==> src/rtl/maxpool_sequencer.sv <==
// 2x2 / stride-2 max-pool controller: walks every output pixel, fetches its four
// input taps through one synchronous-read port and folds them with a single comparator.
module maxpool_sequencer #(
    parameter int  BITWIDTH = 32,
    parameter int  CHANNELS = 2,
    parameter int  IN_DIM   = 28,
    localparam int OUT_DIM  = IN_DIM / 2,
    localparam int IN_AW    = $clog2(CHANNELS * IN_DIM * IN_DIM),
    localparam int OUT_AW   = $clog2(CHANNELS * OUT_DIM * OUT_DIM)
) (
    input  logic                clk,
    input  logic                rst_n,
    input  logic                start,
    output logic                busy,
    output logic                done,
    output logic                in_rd_en,
    output logic [IN_AW-1:0]    in_rd_addr,
    input  logic [BITWIDTH-1:0] in_rd_data,
    output logic                out_wr_en,
    output logic [OUT_AW-1:0]   out_wr_addr,
    output logic [BITWIDTH-1:0] out_wr_data,
    input  logic                out_wr_ready
);

    localparam int CH_W = (CHANNELS > 1) ? $clog2(CHANNELS) : 1;
    localparam int OD_W = (OUT_DIM > 1) ? $clog2(OUT_DIM) : 1;

    localparam logic [CH_W-1:0]  CH_LAST  = CH_W'(CHANNELS - 1);
    localparam logic [OD_W-1:0]  OD_LAST  = OD_W'(OUT_DIM - 1);
    localparam logic [IN_AW-1:0] STEP_COL = IN_AW'(2);
    // Leaving the last column skips the odd input row as well; this also carries
    // cleanly into the next channel because IN_DIM is even.
    localparam logic [IN_AW-1:0] STEP_ROW = IN_AW'(IN_DIM + 2);

    typedef enum logic [2:0] {
        S_IDLE,
        S_FETCH,
        S_LAST,
        S_WRITE,
        S_DONE
    } state_t;

    state_t                      state_q, state_d;
    logic [1:0]                  k_q, k_d;
    logic [CH_W-1:0]             ch_q, ch_d;
    logic [OD_W-1:0]             orow_q, orow_d;
    logic [OD_W-1:0]             ocol_q, ocol_d;
    logic [IN_AW-1:0]            base_q, base_d;
    logic signed [BITWIDTH-1:0]  acc_q, acc_d;
    logic                        busy_q, busy_d;
    logic                        done_q, done_d;
    logic                        rd_en_q, rd_en_d;
    logic [IN_AW-1:0]            rd_addr_q, rd_addr_d;
    logic                        wr_en_q, wr_en_d;
    logic [OUT_AW-1:0]           wr_addr_q, wr_addr_d;
    logic signed [BITWIDTH-1:0]  wr_data_q, wr_data_d;

    logic signed [BITWIDTH-1:0]  rd_data_s;
    logic signed [BITWIDTH-1:0]  fold_max;
    logic                        last_pixel;

    function automatic logic [IN_AW-1:0] tap_offset(input logic [1:0] k);
        case (k)
            2'd0:    return '0;
            2'd1:    return IN_AW'(1);
            2'd2:    return IN_AW'(IN_DIM);
            default: return IN_AW'(IN_DIM + 1);
        endcase
    endfunction

    assign rd_data_s  = $signed(in_rd_data);
    assign fold_max   = (rd_data_s > acc_q) ? rd_data_s : acc_q;
    assign last_pixel = (ch_q == CH_LAST) && (orow_q == OD_LAST) && (ocol_q == OD_LAST);

    always_comb begin
        state_d   = state_q;
        k_d       = k_q;
        ch_d      = ch_q;
        orow_d    = orow_q;
        ocol_d    = ocol_q;
        base_d    = base_q;
        acc_d     = acc_q;
        busy_d    = busy_q;
        done_d    = 1'b0;
        rd_en_d   = rd_en_q;
        rd_addr_d = rd_addr_q;
        wr_en_d   = wr_en_q;
        wr_addr_d = wr_addr_q;
        wr_data_d = wr_data_q;

        case (state_q)
            S_IDLE: begin
                if (start) begin
                    state_d   = S_FETCH;
                    k_d       = 2'd0;
                    ch_d      = '0;
                    orow_d    = '0;
                    ocol_d    = '0;
                    base_d    = '0;
                    acc_d     = '0;
                    busy_d    = 1'b1;
                    rd_en_d   = 1'b1;
                    rd_addr_d = '0;
                    wr_addr_d = '0;
                end
            end
            S_FETCH: begin
                // Data visible now belongs to the tap issued one cycle earlier.
                if (k_q == 2'd1) begin
                    acc_d = rd_data_s;
                end else if (k_q != 2'd0) begin
                    acc_d = fold_max;
                end
                if (k_q == 2'd3) begin
                    state_d = S_LAST;
                    rd_en_d = 1'b0;
                end else begin
                    k_d       = k_q + 2'd1;
                    rd_addr_d = base_q + tap_offset(k_q + 2'd1);
                end
            end
            S_LAST: begin
                wr_data_d = fold_max;
                wr_en_d   = 1'b1;
                state_d   = S_WRITE;
            end
            S_WRITE: begin
                if (out_wr_ready) begin
                    wr_en_d   = 1'b0;
                    wr_addr_d = wr_addr_q + OUT_AW'(1);
                    base_d    = base_q + ((ocol_q == OD_LAST) ? STEP_ROW : STEP_COL);
                    if (ocol_q == OD_LAST) begin
                        ocol_d = '0;
                        if (orow_q == OD_LAST) begin
                            orow_d = '0;
                            ch_d   = ch_q + CH_W'(1);
                        end else begin
                            orow_d = orow_q + OD_W'(1);
                        end
                    end else begin
                        ocol_d = ocol_q + OD_W'(1);
                    end
                    if (last_pixel) begin
                        state_d = S_DONE;
                        busy_d  = 1'b0;
                        done_d  = 1'b1;
                    end else begin
                        state_d   = S_FETCH;
                        k_d       = 2'd0;
                        rd_en_d   = 1'b1;
                        rd_addr_d = base_d;
                    end
                end
            end
            S_DONE: begin
                state_d = S_IDLE;
            end
            default: begin
                state_d = S_IDLE;
            end
        endcase
    end

    always_ff @(posedge clk) begin
        if (!rst_n) begin
            state_q   <= S_IDLE;
            k_q       <= '0;
            ch_q      <= '0;
            orow_q    <= '0;
            ocol_q    <= '0;
            base_q    <= '0;
            acc_q     <= '0;
            busy_q    <= 1'b0;
            done_q    <= 1'b0;
            rd_en_q   <= 1'b0;
            rd_addr_q <= '0;
            wr_en_q   <= 1'b0;
            wr_addr_q <= '0;
            wr_data_q <= '0;
        end else begin
            state_q   <= state_d;
            k_q       <= k_d;
            ch_q      <= ch_d;
            orow_q    <= orow_d;
            ocol_q    <= ocol_d;
            base_q    <= base_d;
            acc_q     <= acc_d;
            busy_q    <= busy_d;
            done_q    <= done_d;
            rd_en_q   <= rd_en_d;
            rd_addr_q <= rd_addr_d;
            wr_en_q   <= wr_en_d;
            wr_addr_q <= wr_addr_d;
            wr_data_q <= wr_data_d;
        end
    end

    assign busy        = busy_q;
    assign done        = done_q;
    assign in_rd_en    = rd_en_q;
    assign in_rd_addr  = rd_addr_q;
    assign out_wr_en   = wr_en_q;
    assign out_wr_addr = wr_addr_q;
    assign out_wr_data = wr_data_q;

endmodule

==> config.mk <==
export PLATFORM = sky130hd
export DESIGN_NAME = maxpool_sequencer
export DESIGN_NICKNAME = d
export VERILOG_FILES = /design/src/rtl/maxpool_sequencer.sv
export SDC_FILE = /design/constraint.sdc
export NUM_CORES = 1
export LEC_CHECK = 0
export CORE_ASPECT_RATIO = 1.4
export CORE_MARGIN = 3
export CORE_UTILIZATION = 59
export CTS_BUF_LIST = sky130_fd_sc_hd__clkbuf_8 sky130_fd_sc_hd__clkbuf_16
export CTS_CLUSTER_SIZE = 14
export DETAILED_ROUTE_END_ITERATION = 8
export PLACE_DENSITY = 0.95
export SLEW_MARGIN = 10
export SYNTH_ARGS = -nofsm -noshare
export SYNTH_HDL_FRONTEND = slang
export SYNTH_SLANG_ARGS = --single-unit
==> constraint.sdc <==
create_clock -name clk -period 5.6 [get_ports clk]
set_input_delay 1.4 -clock clk [delete_from_list [all_inputs] [get_ports clk]]
set_output_delay 1.4 -clock clk [all_outputs]
set_load 0.05 [all_outputs]
### After elaboration in Yosys (flattened, before gate mapping)

Index checks and enable logic that the tools add are counted.

| word-level totals | value |
|---|---|
| logic and storage cells | 112 |
| output and inout port bits | 56 |
| register bits | 113 |
| input bits | 36 |

| cells by class | value |
|---|---|
| $lt $le $gt $ge | 1 |
| $add $sub $neg | 7 |
| reductions and logical operators | 19 |
| eq/ne operators | 18 |
| muxes and demuxes | 53 |

Operators by type and width:

| kind | number |
|---|---|
| $mux 32 | 4 |
| $mux 11 | 7 |
| $pmux 32 s2 | 1 |
| $pmux 11 s3 | 1 |
| $gt 32x32->1 | 1 |
| $mux 4 | 6 |
| $pmux 11 s2 | 1 |
| $mux 9 | 2 |
| $pmux 9 s2 | 1 |
| $ne 2x2->1 const B | 8 |
| $pmux 4 s2 | 2 |
| $pmux 5 s3 | 1 |
| $reduce_and 5->1 | 3 |
| $mux 1 | 12 |
| $mux 3 | 4 |
| $pmux 3 s4 | 1 |
| $reduce_and 3->1 | 4 |
| $add 11x11->11 | 1 |
| $add 11x5->11 | 1 |
| $add 9x1->9 const B | 1 |
| $add 4x1->4 const B | 2 |
| $eq 4x4->1 const B | 2 |
| $mux 2 | 4 |
| $reduce_and 4->1 | 2 |
| 17 further kinds | 26 |

### Longest topological paths before layout

| logic depth | value |
|---|---|
| word-level depth | 8 |
| mapped depth | 12 |
| gate-level depth less buffers | 12 |

### Worst setup path before layout

OpenSTA, ideal clock, no wires.

| timing | value |
|---|---|
| kind | input -> register |
| start point | in in_rd_data[27] |
| end point | reg acc_q[0] |
| slack | 2.357 ns |
| arrival | 3.128 ns |
| setup time | 0.114 ns |
| stages | 10 |
| path buffers | 2 |
| required time | 5.486 ns |
| cell sequence | ha_1 -> a21oi_1 -> o21a_1 -> a2bb2oi_2 -> nand3_1 -> o221a_2 -> buf_6 -> a21oi_4 -> buf_6 -> o2bb2ai_2 |

| on the way | value |
|---|---|
| longest elaborated chain between the ends | 5 |

RTL lines:

| element | line | text |
|---|---|---|
| start, declared | 18 | `input logic [BITWIDTH-1:0] in_rd_data,` |
| $gt 32x32->1 | 72 | `assign fold_max = (rd_data_s > acc_q) ? rd_data_s : acc_q;` |
| $mux 32 | 72 |  |
| $mux 32 | 111 | `end else if (k_q != 2'd0) begin` |
| $mux 32 | 109 | `if (k_q == 2'd1) begin` |
| $pmux 32 s2 | 91 | `case (state_q)` |
| end signal, assigned | 172 | `acc_q <= '0;` |
| end signal, assigned | 187 | `acc_q <= acc_d;` |
| end, declared | 49 | `logic signed [BITWIDTH-1:0] acc_q, acc_d;` |

No other way between the ends. The select of a mux whose other input is x is not followed.
A chain may end at the register's enable or synchronous reset.

### Final worst setup path

| timing | value |
|---|---|
| start point | in in_rd_data[31] |
| end point | reg acc_q[6] |

Same word-level chain as after synthesis.

==> flow_metrics.py <==
metrics = {
    "finish": {
        "insertedDiodeCount": 0,
        "fin_nets": 876,
        "layout_common_cells": "112 x dfxtp_1, 90 x clkdlybuf4s50_1, 85 x o21ai_0",
        "final_common_cell": "dfxtp_1",
        "area_growth_pct": 19.0,
        "fill_cells": 719,
        "regArea_sq_um": 2240,
        "drive_above_1_share_pct": 8.41,
        "multi_input_area_sq_um": 3580,
        "finalNonFillerCells": 932,
        "fin_util_pct": 73.5,
    },
    "cts": {
        "clockBufferDepth": 2,
        "cts_hold_buffers": 0,
        "cts_buffers": 9,
        "clk_pin_slew_worst_paths_ns": 0.07,
        "cts_resized": 0,
        "postCtsSetupBuffers": 0,
        "clock_sinks": 112,
        "cts_tree": "done",
        "htree_num_levels": 3,
        "clk_latency_ns": 0.35,
        "cts-root-buf": "clkbuf_16",
    },
    "synth": {
        "ys_seq_elements": 112,
        "seq_area_frac_synth_pct": 35.9,
        "synth_edf_count": 0,
        "synth_ff_type": "dfxtp_1",
        "ys_async_sr_fraction_pct": 0,
        "synthDistinctLibCells": 64,
        "avgSynthCellArea_sq_um": 8.53,
        "syn_inst": 732,
        "ys_warn_count": 0,
        "synth_fp_nets": 816,
        "synth.cell_area_sq_um": 6250,
    },
    "grt": {
        "grt_max_degree": 74,
        "grt_pass1_vias": 6339,
        "grt-ovfl-total": 0,
        "antenna_found_initial": 0,
        "track_usage_pct": 30.4,
        "grt_pass1_wl_um": 29400,
    },
    "worst_setup_path": {
        "r2r_start": "acc_q[31]",
        "path_class": "in -> reg",
        "worst-path-max-fanout": 34,
        "crit_path_end_kind": "flip-flop",
        "arrival_ns": 4.90,
        "critPathLaunchType": "input pin",
        "cp.required_ns": 5.83,
        "crit_start": "in_rd_data[31]",
        "reg2regPathDepth": 10,
    },
    "floorplanning": {
        "die_h_um": 128,
        "num_io_pins": 92,
        "die_area_sq_um": 11900,
        "std_cell_rows": 43,
        "die_x_um": 93.0,
        "core_area_sq_um": 10100,
        "initial_core_util_pct": 61.8,
    },
    "route": {
        "dr_wl_met2_um": 9220,
        "wl_met1_um": 6300,
        "routedWlPerCell_um": 19.3,
        "route.detailed.drc": 0,
        "first_pass_iters": 6,
        "final_antenna_net_count": 0,
        "num_vias": 6143,
        "wl_met3_um": 1420,
        "totalWireLength_um": 18000,
        "vias_per_cell": 6.59,
        "drtIter0Drc": 575,
        "top_layer_used": "met4",
    },
    "min_path": {
        "worstHoldPathCells": 2,
        "hp-start": "in_rd_addr[9]",
        "hp-class": "reg -> reg",
    },
    "pwr": {
        "p_leak_uw": 0.00266,
        "p_total_uw": 1710,
        "ir_drop_uv": 188,
        "power_density_nw_per_um2": 230,
    },
    "timing": {
        "max_freq_mhz": 214,
        "slew_headroom_pct": 44.8,
        "setup_viol": 0,
        "slew_violations": 0,
        "final.setup.tns_ns": 0,
        "rsz0062_at_grt": "no",
        "skew_ns": 0.0111,
        "hold_violations": 0,
        "period_needed_ns": 4.67,
        "worst_pin_slew_ns": 0.829,
        "post-route-period-util_pct": 83.4,
    },
    "placement": {
        "place_congestion": 0.888,
        "place_inst": 915,
        "hpwl_um": 11900,
        "io_buffers": 91,
    },
    "run": {
        "max_cap_viol_count": 0,
    },
    "status": {
        "status": "completed",
    },
}
cells by family (layout without fill, tap and decap cells):
| kind of cell | count (synthesis) | after routing | synth area share, % |
|---|---|---|---|
| AO/OA/AOI/OAI | 248 | 248 | 28.3 |
| AND/OR/NAND/NOR | 215 | 215 | 16.9 |
| flip-flops | 112 | 112 | 35.9 |
| buffers and inverters | 94 | 159 | 7.07 |
| adder cells (fa/ha/maj) | 48 | 48 | 9.74 |
| XOR/XNOR | 14 | 14 | 1.96 |
| other | 1 | 1 | 0.0600 |
routing by layer:
layer,track usage (%),vias to the layer above
met1,33.0,2870
met3,4.64,94
met5,0,-
met2,53.7,399
li1,-,2780
met4,21.0,0
Yosys cell counts, types with 3 or more instances:
master | n | area [sq um]
nor2_1 | 47 | 176
o21ai_0 | 85 | 425
a21o_1 | 7 | 52.6
nor2b_1 | 8 | 50.1
a21oi_1 | 47 | 235
xnor2_1 | 4 | 35.0
ha_1 | 47 | 588
o211ai_1 | 5 | 37.5
buf_2 | 8 | 40.0
dfxtp_1 | 112 | 2240
xor2_1 | 10 | 87.6
o2bb2ai_2 | 30 | 450
clkbuf_1 | 33 | 124
a31oi_1 | 32 | 200
nor4_1 | 4 | 25.0
nand3_1 | 76 | 380
buf_6 | 10 | 113
nand4_1 | 11 | 68.8
and2_1 | 3 | 18.8
inv_1 | 42 | 158
nand2_1 | 37 | 139
nor3_1 | 10 | 50.1
o21a_1 | 3 | 22.5
and3_1 | 4 | 25.0
a211oi_1 | 11 | 82.6
area by class of cell:
type / count / share of cell area, %
multi-input cells: 526 / 48.1
flip-flops and latches: 112 / 30.2
repair buffers: 101 / 13.5
clock buffers: 12 / 3.59
well taps: 135 / 2.27
inverters: 42 / 2.12
clock inverters: 4 / 0.269
worst max-delay path, stage by stage:
cell,delay (ns)
clkdlybuf4s50_1,0.47
ha_1,0.50
nand4_4,0.18
nor3_1,0.30
nand2_1,0.19
nand3_1,0.26
o221a_2,0.79
o21ai_4,0.38
buf_16,0.27
o2bb2ai_2,0.13
report_power, final:
| group | internal [uW] | leakage, uW | switching (uW) |
|---|---|---|---|
| clock network | 335 | 0.000147 | 288 |
| registers | 807 | 0.000905 | 11.3 |
| logic | 91.7 | 0.00161 | 174 |
| total | 1230 | 0.00266 | 473 |
sequential cells by signal, indices dropped and copies added (netlist names):
signal and count:
acc_q 32, base_q 10, busy 1, ch_q 1
done 1, in_rd_addr 11, in_rd_en 1, k_q 2
ocol_q 4, orow_q 4, out_wr_addr 9, out_wr_data 32
out_wr_en 1, state_q 3
worst paths after layout:
check,end,slack (ns)
max,acc_q[6],0.93
min,in_rd_addr[9],0.45
max reg2reg,acc_q[6],2.07
min reg2reg,in_rd_addr[9],0.45
through the flow:
stage / setup WS (ns) / hold slack (ns) / instance area [sq um]
floorplan: 2.36 / 0.448 / 6250
global placement: 0.833 / 0.440 / 7120
detailed placement: 0.671 / 0.447 / 7120
CTS: 0.917 / 0.457 / 7400
global route: 0.814 / 0.481 / 7430
finish: 0.931 / 0.454 / 7430
Note: power is estimated with default switching activity, not from simulation.
